==> config.mk <==
export PLATFORM = sky130hd
export DESIGN_NAME = rll_key_loader_flat
export DESIGN_NICKNAME = d
export VERILOG_FILES = /design/src/rtl/rll_key_pkg.sv /design/src/rtl/rll_key_loader_if.sv /design/src/rtl/rll_key_shifter.sv /design/src/rtl/rll_key_loader.sv /design/src/flat_wrapper.sv
export SDC_FILE = /design/constraint.sdc
export NUM_CORES = 1
export LEC_CHECK = 0
export CAP_MARGIN = 20
export CORE_MARGIN = 2
export CORE_UTILIZATION = 54
export DETAILED_ROUTE_END_ITERATION = 6
export PLACE_DENSITY = 0.86
export SKIP_LAST_GASP = 1
export SYNTH_ARGS = -nofsm -noshare
export SYNTH_HDL_FRONTEND = slang
export SYNTH_SLANG_ARGS = --single-unit
==> constraint.sdc <==
create_clock -name clk -period 3.8 [get_ports clk]
set_input_delay 0.76 -clock clk [delete_from_list [all_inputs] [get_ports clk]]
set_output_delay 0.76 -clock clk [all_outputs]
set_load 0.005 [all_outputs]
==> src/rtl/rll_key_pkg.sv <==
// Shared types and constants for the rll key loader.
// Optional build macro: RLL_KEY_SCRUB_EN (see rll_key_loader.sv).
package rll_key_pkg;

   localparam int unsigned KEY_W_DEF     = 32;
   localparam int unsigned MAX_FAILS_DEF = 3;
   localparam int unsigned FAIL_W_DEF    = 4;

   // A correct key plus its parity bit always has even parity.
   localparam logic PARITY_EVEN = 1'b0;

   typedef enum logic [1:0] {
      IDLE   = 2'd0,
      SHIFT  = 2'd1,
      CHECK  = 2'd2,
      LOCKED = 2'd3
   } state_e;

   // Reduction parity of a key-wide vector.
   function automatic logic red_parity(input logic [KEY_W_DEF-1:0] v);
      return ^v;
   endfunction

endpackage

==> src/rtl/rll_key_loader_if.sv <==
// Serial key stream and load-control handshake between programmer and loader.
interface rll_key_loader_if;

   logic load_start;
   logic abort;
   logic key_bit;
   logic key_bit_valid;
   logic key_bit_ready;

   modport master (
      output load_start, abort, key_bit, key_bit_valid,
      input  key_bit_ready
   );

   modport slave (
      input  load_start, abort, key_bit, key_bit_valid,
      output key_bit_ready
   );

endinterface

==> src/rtl/rll_key_shifter.sv <==
// Serial-to-parallel key capture: bit counter, shadow register, parity bit.
module rll_key_shifter #(
   parameter int unsigned KEY_W = 32
) (
   input  logic             clk,
   input  logic             rst,
   input  logic             clear,
   input  logic             shift_en,
   input  logic             key_bit,
   output logic [KEY_W-1:0] shadow,
   output logic             parity,
   output logic             last_bit
);

   localparam int unsigned CNT_W = $clog2(KEY_W + 1);

   logic [CNT_W-1:0] cnt_q, cnt_d;
   logic [KEY_W-1:0] shadow_q, shadow_d;
   logic             parity_q, parity_d;
   logic             last_q, last_d;

   // Next-state: clear, store key bit at cnt, or capture the trailing parity bit.
   always_comb begin
      cnt_d    = cnt_q;
      shadow_d = shadow_q;
      parity_d = parity_q;
      last_d   = last_q;
      if (clear) begin
         cnt_d    = '0;
         shadow_d = '0;
         parity_d = 1'b0;
         last_d   = 1'b0;
      end else if (shift_en) begin
         if (last_q) begin
            parity_d = key_bit;
            last_d   = 1'b0;
         end else begin
            for (int i = 0; i < int'(KEY_W); i++) begin
               if (cnt_q == CNT_W'(i)) shadow_d[i] = key_bit;
            end
            cnt_d  = cnt_q + CNT_W'(1);
            last_d = (cnt_d == CNT_W'(KEY_W));
         end
      end
   end

   // Capture registers.
   always_ff @(posedge clk or posedge rst) begin
      if (rst) begin
         cnt_q    <= '0;
         shadow_q <= '0;
         parity_q <= 1'b0;
         last_q   <= 1'b0;
      end else begin
         cnt_q    <= cnt_d;
         shadow_q <= shadow_d;
         parity_q <= parity_d;
         last_q   <= last_d;
      end
   end

   assign shadow   = shadow_q;
   assign parity   = parity_q;
   assign last_bit = last_q;

endmodule

==> src/rtl/rll_key_loader.sv <==
// Loads the rll logic-locking key serially, parity-checks it, commits it to
// the core, and locks out after repeated failures.
// Optional build macro: RLL_KEY_SCRUB_EN -- clear key_out whenever key_valid drops.
module rll_key_loader
   import rll_key_pkg::*;
#(
   parameter int unsigned KEY_W     = KEY_W_DEF,
   parameter int unsigned MAX_FAILS = MAX_FAILS_DEF,
   parameter int unsigned FAIL_W    = FAIL_W_DEF
) (
   input  logic              clk,
   input  logic              rst,
   rll_key_loader_if.slave   bus,
   output logic [KEY_W-1:0]  key_out,
   output logic              key_valid,
   output logic              busy,
   output logic              load_done,
   output logic              load_err,
   output logic              lockout,
   output logic [FAIL_W-1:0] fail_cnt
);

   state_e            state_q, state_d;
   logic [KEY_W-1:0]  shadow;
   logic              parity;
   logic              last_bit;

   logic              shift_en_c, clear_c, parity_ok_c;
   logic [FAIL_W-1:0] fail_inc_c;

   logic [KEY_W-1:0]  key_out_q, key_out_d;
   logic              key_valid_q, key_valid_d;
   logic              busy_q, busy_d;
   logic              load_done_q, load_done_d;
   logic              load_err_q, load_err_d;
   logic              lockout_q, lockout_d;
   logic              key_bit_ready_q, key_bit_ready_d;
   logic [FAIL_W-1:0] fail_cnt_q, fail_cnt_d;

   // Abort beats a simultaneous bit; a load start or abort restarts the shadow.
   always_comb begin
      shift_en_c  = (state_q == SHIFT) & bus.key_bit_valid & key_bit_ready_q & ~bus.abort;
      clear_c     = ((state_q == IDLE) & bus.load_start) | ((state_q == SHIFT) & bus.abort);
      parity_ok_c = ((red_parity(shadow) ^ parity) == PARITY_EVEN);
      fail_inc_c  = (fail_cnt_q == FAIL_W'(MAX_FAILS)) ? fail_cnt_q : fail_cnt_q + FAIL_W'(1);
   end

   rll_key_shifter #(.KEY_W(KEY_W)) u_shifter (
      .clk      (clk),
      .rst      (rst),
      .clear    (clear_c),
      .shift_en (shift_en_c),
      .key_bit  (bus.key_bit),
      .shadow   (shadow),
      .parity   (parity),
      .last_bit (last_bit)
   );

   // State register.
   always_ff @(posedge clk or posedge rst) begin
      if (rst) state_q <= IDLE;
      else     state_q <= state_d;
   end

   // Next-state logic.
   always_comb begin
      state_d = state_q;
      case (state_q)
         IDLE:   if (bus.load_start) state_d = SHIFT;
         SHIFT: begin
            if (bus.abort)                   state_d = IDLE;
            else if (shift_en_c && last_bit) state_d = CHECK;
         end
         CHECK: begin
            if (parity_ok_c)                            state_d = IDLE;
            else if (fail_inc_c == FAIL_W'(MAX_FAILS)) state_d = LOCKED;
            else                                        state_d = IDLE;
         end
         LOCKED: state_d = LOCKED;
         default: state_d = IDLE;
      endcase
   end

   // Output and datapath next values; status flags follow the next state.
   always_comb begin
      key_out_d       = key_out_q;
      key_valid_d     = key_valid_q;
      fail_cnt_d      = fail_cnt_q;
      load_done_d     = 1'b0;
      load_err_d      = 1'b0;
      key_bit_ready_d = (state_d == SHIFT);
      busy_d          = (state_d == SHIFT) || (state_d == CHECK);
      lockout_d       = (state_d == LOCKED);
      if (state_q == CHECK) begin
         if (parity_ok_c) begin
            key_out_d   = shadow;
            key_valid_d = 1'b1;
            fail_cnt_d  = '0;
            load_done_d = 1'b1;
         end else begin
            key_valid_d = 1'b0;
            fail_cnt_d  = fail_inc_c;
            load_err_d  = 1'b1;
`ifdef RLL_KEY_SCRUB_EN
            key_out_d   = '0;
`else
            key_out_d   = key_out_q;
`endif
         end
      end
      if (state_q == LOCKED) key_valid_d = 1'b0;
   end

   // Output registers.
   always_ff @(posedge clk or posedge rst) begin
      if (rst) begin
         key_out_q       <= '0;
         key_valid_q     <= 1'b0;
         fail_cnt_q      <= '0;
         load_done_q     <= 1'b0;
         load_err_q      <= 1'b0;
         key_bit_ready_q <= 1'b0;
         busy_q          <= 1'b0;
         lockout_q       <= 1'b0;
      end else begin
         key_out_q       <= key_out_d;
         key_valid_q     <= key_valid_d;
         fail_cnt_q      <= fail_cnt_d;
         load_done_q     <= load_done_d;
         load_err_q      <= load_err_d;
         key_bit_ready_q <= key_bit_ready_d;
         busy_q          <= busy_d;
         lockout_q       <= lockout_d;
      end
   end

   assign key_out           = key_out_q;
   assign key_valid         = key_valid_q;
   assign fail_cnt          = fail_cnt_q;
   assign load_done         = load_done_q;
   assign load_err          = load_err_q;
   assign busy              = busy_q;
   assign lockout           = lockout_q;
   assign bus.key_bit_ready = key_bit_ready_q;

endmodule

==> src/flat_wrapper.sv <==
// flat-port wrapper written by rule: the top's interface ports become plain ports
module rll_key_loader_flat import rll_key_pkg::*;
#(
   parameter int unsigned KEY_W     = KEY_W_DEF,
   parameter int unsigned MAX_FAILS = MAX_FAILS_DEF,
   parameter int unsigned FAIL_W    = FAIL_W_DEF
)
  (clk, rst, key_out, key_valid, busy, load_done, load_err, lockout, fail_cnt, bus_load_start, bus_abort, bus_key_bit, bus_key_bit_valid, bus_key_bit_ready);
  rll_key_loader_if bus_i ();
  input  logic clk;
  input  logic rst;
  output logic [KEY_W-1:0] key_out;
  output logic key_valid;
  output logic busy;
  output logic load_done;
  output logic load_err;
  output logic lockout;
  output logic [FAIL_W-1:0] fail_cnt;
  input wire logic [$bits(bus_i.load_start)-1:0] bus_load_start;
  input wire logic [$bits(bus_i.abort)-1:0] bus_abort;
  input wire logic [$bits(bus_i.key_bit)-1:0] bus_key_bit;
  input wire logic [$bits(bus_i.key_bit_valid)-1:0] bus_key_bit_valid;
  output wire logic [$bits(bus_i.key_bit_ready)-1:0] bus_key_bit_ready;
  assign bus_i.load_start = bus_load_start;
  assign bus_i.abort = bus_abort;
  assign bus_i.key_bit = bus_key_bit;
  assign bus_i.key_bit_valid = bus_key_bit_valid;
  assign bus_key_bit_ready = bus_i.key_bit_ready;
  rll_key_loader #(.KEY_W(KEY_W), .MAX_FAILS(MAX_FAILS), .FAIL_W(FAIL_W)) u_core (.clk(clk), .rst(rst), .bus(bus_i), .key_out(key_out), .key_valid(key_valid), .busy(busy), .load_done(load_done), .load_err(load_err), .lockout(lockout), .fail_cnt(fail_cnt));
endmodule
==> results of run 1 <==
## synthesized netlist by cell type, types with 2 or more instances
master	count
sky130_fd_sc_hd__mux2_1	14
sky130_fd_sc_hd__clkbuf_1	19
sky130_fd_sc_hd__nor3_1	10
sky130_fd_sc_hd__buf_6	2
sky130_fd_sc_hd__a31oi_1	2
sky130_fd_sc_hd__mux2i_1	26
sky130_fd_sc_hd__nand3_1	36
sky130_fd_sc_hd__o31ai_1	3
sky130_fd_sc_hd__mux2_2	18
sky130_fd_sc_hd__nand2_1	25
sky130_fd_sc_hd__dfrtp_1	84
sky130_fd_sc_hd__nand3b_1	2
sky130_fd_sc_hd__xnor3_1	2
sky130_fd_sc_hd__and2_1	2
sky130_fd_sc_hd__nor2_1	36
sky130_fd_sc_hd__a21oi_1	11
sky130_fd_sc_hd__nand2b_1	9
sky130_fd_sc_hd__xor2_1	3
sky130_fd_sc_hd__o21ai_0	12
sky130_fd_sc_hd__nor2b_1	2
sky130_fd_sc_hd__nor4_1	2
sky130_fd_sc_hd__xnor2_1	26
sky130_fd_sc_hd__a22oi_1	2
sky130_fd_sc_hd__inv_1	5
sky130_fd_sc_hd__ha_1	8
## cells in the final DEF, fill, tap and decap left out, types with 2 or more instances in the layout
master,netlist,final
sky130_fd_sc_hd__nand2b_1,9,9
sky130_fd_sc_hd__o21ai_0,12,12
sky130_fd_sc_hd__nor3_1,10,10
sky130_fd_sc_hd__xnor2_1,26,26
sky130_fd_sc_hd__nand3b_1,2,2
sky130_fd_sc_hd__dfrtp_1,84,84
sky130_fd_sc_hd__buf_4,1,4
sky130_fd_sc_hd__a21oi_1,11,10
sky130_fd_sc_hd__mux2_1,14,14
sky130_fd_sc_hd__clkinv_2,0,2
sky130_fd_sc_hd__and2_1,2,2
sky130_fd_sc_hd__clkbuf_8,0,11
sky130_fd_sc_hd__inv_1,5,4
sky130_fd_sc_hd__clkinvlp_4,0,2
sky130_fd_sc_hd__nor2_1,36,36
sky130_fd_sc_hd__nand3_1,36,36
sky130_fd_sc_hd__o31ai_1,3,3
sky130_fd_sc_hd__mux2_2,18,18
sky130_fd_sc_hd__nand2_1,25,25
sky130_fd_sc_hd__a31oi_1,2,2
sky130_fd_sc_hd__clkdlybuf4s50_1,0,47
sky130_fd_sc_hd__ha_1,8,8
sky130_fd_sc_hd__xnor3_1,2,2
sky130_fd_sc_hd__nor2b_1,2,2
sky130_fd_sc_hd__xor2_1,3,3
sky130_fd_sc_hd__a22oi_1,2,2
sky130_fd_sc_hd__mux2i_1,26,25
## cell type report
class	count	area, um^2
fill	573	2380
sequential	84	2100
multi-input combinational	261	1850
timing repair buffer	54	563
clock buffer	11	151
tap	99	124
clock inverter	5	58.8
inverter	5	20.0
## cells by family after synthesis
| family | after synthesis | synth area share (%) |
|---|---|---|
| and+or+nand+nor | 129 | 14.9 |
| DFF | 84 | 51.8 |
| muxes | 58 | 15.3 |
| AOI/OAI and AO/OA | 35 | 5.09 |
| xor gates and xnor gates | 31 | 7.37 |
| buffers and inverters | 28 | 3.08 |
| adders and majority gates | 8 | 2.47 |
## layer usage
layer	wire, um	vias up	track usage, %
li1	-	1365	-
met1	3870	1450	30.6
met2	4080	74	35.1
met3	436	10	6.01
met4	90	0	4.74
met5	0	-	0
## state kept, by name, indices dropped and copies added, names as in the netlist
name / flops
u_core.state_q: 2
u_core.load_err: 1
u_core.u_shifter.parity: 1
u_core.u_shifter.last_bit: 1
u_core.busy: 1
u_core.key_valid: 1
u_core.bus.key_bit_ready: 1
u_core.key_out: 32
u_core.load_done: 1
u_core.fail_cnt: 4
u_core.u_shifter.cnt_q: 6
u_core.lockout: 1
u_core.u_shifter.shadow: 32
## critical path: cells and delay by family (launching register included)
family | cells | cell delay (ns)
XOR/XNOR | 4 | 1.15
multiplexers | 2 | 0.83
flip-flops | 1 | 0.41
buffers and inverters | 1 | 0.26
## through the flow
step	util [%]	power (mW)	area (um^2)	setup slack [ns]	instances
after floorplan	-	0.935	4060	0.875	373
after global placement	63.7	0.950	4620	1.17	501
after detailed placement	63.7	0.951	4620	1.12	501
final	67.2	1.60	4870	1.02	519
after CTS	66.6	1.61	4830	1.06	517
after global routing	67.2	1.66	4870	0.913	519
## worst max path at each step
stage | end | slack (ns) | cells after the start
2_1_floorplan | u_core.bus.key_bit_ready$_DFF_PP0_ | 0.87 | 1
3_3_place_gp | u_core.key_out[18]$_DFFE_PP0P_ | 1.17 | 7
3_5_place_dp | u_core.busy$_DFF_PP0_ | 1.12 | 7
4_1_cts | u_core.key_out[30]$_DFFE_PP0P_ | 1.06 | 7
5_1_grt | u_core.key_out[30]$_DFFE_PP0P_ | 0.91 | 7
6_report | u_core.key_out[7]$_DFFE_PP0P_ | 1.02 | 7
## where the power goes
part	switching, mW	total [mW]	leakage, nW	internal (mW)
Clock	0.324	0.665	0.102	0.341
Combinational	0.0291	0.0421	1.09	0.0130
Sequential	0.000905	0.894	1.16	0.893
Total	0.354	1.60	2.34	1.25
==> qor.json, run 1 <==
{
  "number_of_global_route_vias_before_repair": {"value": 2942},
  "clock_tree.htree_level_count": {"value": 3},
  "synth_enable_flop_cells": {"value": 0},
  "finalMaxSlewViolations": {"value": 0},
  "worstReg2RegEnd": {"value": "u_core.key_out[7]$_DFFE_PP0P_"},
  "grt_max_degree": {"value": 66},
  "worst-setup-path-type": {"value": "reg2reg"},
  "postSynthCellCount": {"value": 373},
  "worstPathMaxFanout": {"value": 27},
  "die_footprint": {"value": 8220, "unit": "um^2"},
  "dominantRegCellSynth": {"value": "sky130_fd_sc_hd__dfrtp_1"},
  "run_status": {"value": "completed"},
  "timing.rr.start": {"value": "u_core.u_shifter.shadow[14]$_DFFE_PP0P_"},
  "cts-buffers-inserted": {"value": 9},
  "critical_path.slowest_cell": {"value": "sky130_fd_sc_hd__xnor3_1"},
  "dieHeight": {"value": 90.7, "unit": "um"},
  "final-setup-viol-count": {"value": 0},
  "clk_latency": {"value": 0.36, "unit": "ns"},
  "initialDrtViolationCount": {"value": 172},
  "worst_ep_arrival_time": {"value": 3.03, "unit": "ns"},
  "routed_wirelength": {"value": 8470, "unit": "um"},
  "tightestPinTransition": {"value": 0.814, "unit": "ns"},
  "vdd_drop_max": {"value": 205, "unit": "uV"},
  "clock_skew": {"value": 0.00782, "unit": "ns"},
  "postSynth.asyncResetShare": {"value": 100, "unit": "%"},
  "final_antenna_net_count": {"value": 0},
  "final.hold.worst_slack": {"value": 0.491, "unit": "ns"},
  "avgSynthCellArea": {"value": 10.9, "unit": "um^2"},
  "postSynthRegisterBits": {"value": 84},
  "power_density": {"value": 329, "unit": "nW/um^2"},
  "layout-area-overhead-vs-synth": {"value": 20.1, "unit": "%"},
  "p_leak": {"value": 2.34, "unit": "nW"},
  "floorplan.rows": {"value": 31},
  "wire_length_of_the_first_global_routing_pass": {"value": 14600, "unit": "um"},
  "launching_element_of_the_worst_setup_path": {"value": "u_core.u_shifter.shadow[14]$_DFFE_PP0P_"},
  "initial_core_util": {"value": 55.9, "unit": "%"},
  "port_buffers": {"value": 47},
  "post_drt_wl_per_cell": {"value": 16.3, "unit": "um"},
  "routed_via_density": {"value": 5.59},
  "cts_resized": {"value": 0},
  "yosys.cell_types.count": {"value": 37},
  "timing.hold.worst.class": {"value": "reg2reg"},
  "timing.critical_path.mode_cell": {"value": "sky130_fd_sc_hd__xnor2_1"},
  "startpoint_of_the_lowest_slack_hold_path": {"value": "u_core.key_out[27]$_DFFE_PP0P_"},
  "post_cts.repair.setup_buffers": {"value": 0},
  "ioPinCount": {"value": 48},
  "gpl_congestion": {"value": 0.846},
  "post_route_cells_drive_above_1_share": {"value": 10.7, "unit": "%"},
  "cpPeakStageDelay": {"value": 0.51, "unit": "ns"},
  "syn_area": {"value": 4060, "unit": "um^2"},
  "mappedNetlistNets": {"value": 387},
  "period_share": {"value": 73.1, "unit": "%"},
  "period_minus_slack": {"value": 2.78, "unit": "ns"},
  "timing.critical_path.to_type": {"value": "register"},
  "worst_r2r_path_depth": {"value": 7},
  "grt_antenna_before_repair": {"value": 0},
  "min_to": {"value": "u_core.key_out[27]$_DFFE_PP0P_"},
  "routed-via-count": {"value": 2899},
  "max_cap_violations": {"value": 0},
  "finalNetCount": {"value": 429},
  "holdPathStages": {"value": 1},
  "r2r_setup_slack": {"value": 1.02, "unit": "ns"},
  "maxClockFrequency": {"value": 360, "unit": "MHz"},
  "num_antenna_cells": {"value": 0},
  "floorplan.die.width": {"value": 90.7, "unit": "um"},
  "timing.critical_path.cells": {"value": "xnor2_1 > xnor2_1 > xnor2_1 > xnor3_1 > mux2i_4 > buf_12 > mux2_2"},
  "synth_top_area_cell": {"value": "sky130_fd_sc_hd__dfrtp_1"},
  "grt_util_all_layers": {"value": 22.1, "unit": "%"},
  "cts_tree": {"value": "yes"},
  "ctsHoldBuffers": {"value": 0},
  "worst_ep_required_time": {"value": 4.05, "unit": "ns"},
  "cts-root-to-sink-buffers": {"value": 2},
  "final_sum_of_negative_setup_slack": {"value": 0, "unit": "ns"},
  "coreArea": {"value": 7250, "unit": "um^2"},
  "drtPass1Iterations": {"value": 4},
  "synthTopCellsByArea": {"value": "sky130_fd_sc_hd__dfrtp_1 (52%), sky130_fd_sc_hd__mux2i_1 (6.4%), sky130_fd_sc_hd__xnor2_1 (5.6%)"},
  "timing.max_slew.rel_slack": {"value": 45.2, "unit": "%"},
  "synth_top_cell_area_share": {"value": 51.8, "unit": "%"},
  "rsz0062_at_grt": {"value": "false"},
  "detail_route.drc_violations": {"value": 0},
  "synth.yosys.warnings": {"value": 0},
  "root_buffer": {"value": "sky130_fd_sc_hd__clkbuf_8"},
  "place.detailed.hpwl": {"value": 5700, "unit": "um"},
  "setup.worst_path.start_class": {"value": "register"},
  "report.final.hold_viol_count": {"value": 0},
  "clk_transition_reported_paths": {"value": 0.09, "unit": "ns"},
  "synth_seq_area_share": {"value": 51.8, "unit": "%"},
  "cts_sinks": {"value": 84},
  "overall_overflow_remaining_after_global_route": {"value": 0}
}
(Power assumes the default switching activity.)
==> inputs of run 2 (changes only) <==
==> constraint.sdc (replaced) <==
create_clock -name clk -period 2.8 [get_ports clk]
set_input_delay 0.56 -clock clk [delete_from_list [all_inputs] [get_ports clk]]
set_output_delay 0.56 -clock clk [all_outputs]
set_load 0.005 [all_outputs]
==> qor.json, run 2 (synthesized netlist as in run 1, its figures left out) <==
{
  "run_status": {"value": "completed", "change": "unchanged"},
  "worst_ep_required_time": {"value": 3.05, "unit": "ns", "change": "was 4.05 ns"},
  "cts_resized": {"value": 0, "change": "unchanged"},
  "overall_overflow_remaining_after_global_route": {"value": 0, "change": "unchanged"},
  "ioPinCount": {"value": 48, "change": "unchanged"},
  "fin_total_pwr": {"value": 2.23, "unit": "mW", "change": "was 1.60 mW"},
  "p_leak": {"value": 2.38, "unit": "nW", "change": "was 2.34 nW"},
  "finalNetCount": {"value": 435, "change": "was 429"},
  "grt_util_all_layers": {"value": 23.0, "unit": "%", "change": "was 22.1%"},
  "port_buffers": {"value": 47, "change": "unchanged"},
  "layout_common_cells": {"value": "sky130_fd_sc_hd__dfrtp_1 (84), sky130_fd_sc_hd__clkdlybuf4s50_1 (47), sky130_fd_sc_hd__nand3_1 (36), sky130_fd_sc_hd__nor2_1 (36), sky130_fd_sc_hd__xnor2_1 (26)", "change": "unchanged"},
  "floorplan.die.width": {"value": 90.7, "unit": "um", "change": "unchanged"},
  "post_drt_wl_per_cell": {"value": 16.8, "unit": "um", "change": "was 16.3 um"},
  "post-route-cell-area": {"value": 4920, "unit": "um^2", "change": "was 4870 um^2"},
  "clock_tree.htree_level_count": {"value": 3, "change": "unchanged"},
  "number_of_global_route_vias_before_repair": {"value": 3004, "change": "was 2,942"},
  "tightestPinTransition": {"value": 0.853, "unit": "ns", "change": "was 0.814 ns"},
  "wire_length_of_the_first_global_routing_pass": {"value": 14800, "unit": "um", "change": "was 14,600 um"},
  "clk_latency": {"value": 0.36, "unit": "ns", "change": "about the same"},
  "final_antenna_net_count": {"value": 0, "change": "unchanged"},
  "grt_antenna_before_repair": {"value": 0, "change": "unchanged"},
  "maxClockFrequency": {"value": 390, "unit": "MHz", "change": "was 360 MHz"},
  "routed_wirelength": {"value": 8800, "unit": "um", "change": "was 8470 um"},
  "final-setup-viol-count": {"value": 0, "change": "unchanged"},
  "final_core_utilization": {"value": 67.9, "unit": "%", "change": "was 67.2%"},
  "placed_cells_incl_taps": {"value": 509, "change": "was 501"},
  "routed-via-count": {"value": 2961, "change": "was 2,899"},
  "report.final.hold_viol_count": {"value": 0, "change": "unchanged"},
  "final_sum_of_negative_setup_slack": {"value": 0, "unit": "ns", "change": "unchanged"},
  "final.hold.worst_slack": {"value": 0.471, "unit": "ns", "change": "was 0.491 ns"},
  "worst-setup-path-type": {"value": "reg2reg", "change": "unchanged"},
  "timing.hold.worst.class": {"value": "in2async", "change": "was reg2reg"},
  "setup_ws_pre_cts": {"value": 0.262, "unit": "ns", "change": "was 1.12 ns"},
  "gpl_congestion": {"value": 0.888, "change": "was 0.846"},
  "dieHeight": {"value": 90.7, "unit": "um", "change": "unchanged"},
  "layout-area-overhead-vs-synth": {"value": 21.3, "unit": "%", "change": "was 20.1%"},
  "initial_core_util": {"value": 55.9, "unit": "%", "change": "unchanged"},
  "clk_transition_reported_paths": {"value": 0.08, "unit": "ns", "change": "was 0.09 ns"},
  "place.detailed.hpwl": {"value": 6060, "unit": "um", "change": "was 5700 um"},
  "period_share": {"value": 91.6, "unit": "%", "change": "was 73.1%"},
  "coreArea": {"value": 7250, "unit": "um^2", "change": "unchanged"},
  "power_density": {"value": 453, "unit": "nW/um^2", "change": "was 329 nW/um^2"},
  "timing.max_slew.rel_slack": {"value": 42.6, "unit": "%", "change": "was 45.2%"},
  "instances_no_fill": {"value": 525, "change": "was 519"},
  "period_minus_slack": {"value": 2.57, "unit": "ns", "change": "was 2.78 ns"},
  "worstPathMaxFanout": {"value": 17, "change": "was 27"},
  "rsz0062_at_grt": {"value": "false", "change": "unchanged"},
  "layout_commonest_cell": {"value": "sky130_fd_sc_hd__dfrtp_1", "change": "unchanged"},
  "routed_via_density": {"value": 5.64, "change": "was 5.59"},
  "final_critical_path_setup_slack": {"value": 0.234, "unit": "ns", "change": "was 1.02 ns"},
  "vdd_drop_max": {"value": 267, "unit": "uV", "change": "was 205 uV"},
  "ctsHoldBuffers": {"value": 0, "change": "unchanged"},
  "finalMaxSlewViolations": {"value": 0, "change": "unchanged"},
  "floorplan.rows": {"value": 31, "change": "unchanged"},
  "drtPass1Iterations": {"value": 4, "change": "unchanged"},
  "initialDrtViolationCount": {"value": 190, "change": "was 172"},
  "cts-buffers-inserted": {"value": 9, "change": "unchanged"},
  "die_footprint": {"value": 8220, "unit": "um^2", "change": "unchanged"},
  "worst_ep_arrival_time": {"value": 2.82, "unit": "ns", "change": "was 3.03 ns"},
  "root_buffer": {"value": "sky130_fd_sc_hd__clkbuf_8", "change": "unchanged"},
  "post_route_cells_drive_above_1_share": {"value": 11.5, "unit": "%", "change": "was 10.7%"},
  "post_cts.repair.setup_buffers": {"value": 0, "change": "unchanged"},
  "max_cap_violations": {"value": 0, "change": "unchanged"},
  "cts_tree": {"value": "yes", "change": "unchanged"},
  "cts_sinks": {"value": 84, "change": "unchanged"},
  "timing.critical_path.to_type": {"value": "register", "change": "unchanged"},
  "num_antenna_cells": {"value": 0, "change": "unchanged"},
  "final.fill_count": {"value": 553, "change": "was 573"},
  "setup.worst_path.start_class": {"value": "register", "change": "unchanged"},
  "grt_max_degree": {"value": 41, "change": "was 66"},
  "cell_area_reported_after_detailed_placement": {"value": 4700, "unit": "um^2", "change": "was 4620 um^2"},
  "clock_skew": {"value": 0.00792, "unit": "ns", "change": "was 0.00782 ns"},
  "detail_route.drc_violations": {"value": 0, "change": "unchanged"},
  "cts-root-to-sink-buffers": {"value": 2, "change": "unchanged"}
}
-- run 2: cell types whose count changed in the layout (fill, tap and decap cells not counted), sizes merged --
cell,change
buf,+6
clkinvlp,-1
clkbuf,+1
inv,-1
bufinv,+1
-- run 2: report_power, final --
part | total (mW) | internal [mW] | switching, mW
combinational | 0.0539 | 0.0146 | 0.0393
sequential | 1.21 | 1.21 | 0.00115
clock | 0.964 | 0.526 | 0.437
-- run 2: layer usage --
layer | part of all wire (%) | track usage (%)
met2 | 48 | 36.6
met4 | 2.5 | 12.1
met1 | 44 | 30.0
met5 | 0 | 0
met3 | 5.9 | 4.09
-- run 2: final timing paths --
check | depth (start not counted) | to | start | slack, ns
min reg2reg | 1 | u_core.key_valid$_DFFE_PP0P_ | u_core.key_valid$_DFFE_PP0P_ | 0.48
max | 7 | u_core.key_out[14]$_DFFE_PP0P_ | u_core.u_shifter.shadow[13]$_DFFE_PP0P_ | 0.23
min in group clk | 1 | u_core.key_valid$_DFFE_PP0P_ | u_core.key_valid$_DFFE_PP0P_ | 0.48
max in group asynchronous | 3 | u_core.u_shifter.shadow[14]$_DFFE_PP0P_ | rst | 1.68
min | 2 | u_core.key_out[21]$_DFFE_PP0P_ | rst | 0.47
max reg2reg | 7 | u_core.key_out[14]$_DFFE_PP0P_ | u_core.u_shifter.shadow[13]$_DFFE_PP0P_ | 0.23
-- run 2: layout make-up --
cell class	instances	area [um^2]	area share [%]
flip-flops and latches	84	2100	42.7
multi-input cells	261	1850	37.6
repair buffers	60	606	12.3
clock buffers	12	145	2.95
well taps	99	124	2.52
clock inverters	4	72.6	1.47
inverters	5	20.0	0.407
-- run 2: worst max-delay path, stage by stage, from the launching register on --
cell and delay [ns]:
sky130_fd_sc_hd__dfrtp_1 0.41, sky130_fd_sc_hd__xnor2_1 0.28, sky130_fd_sc_hd__xnor2_1 0.19, sky130_fd_sc_hd__xnor3_1 0.43, sky130_fd_sc_hd__nand2b_1 0.22, sky130_fd_sc_hd__mux2i_4 0.35, sky130_fd_sc_hd__buf_12 0.21, sky130_fd_sc_hd__mux2_2 0.35
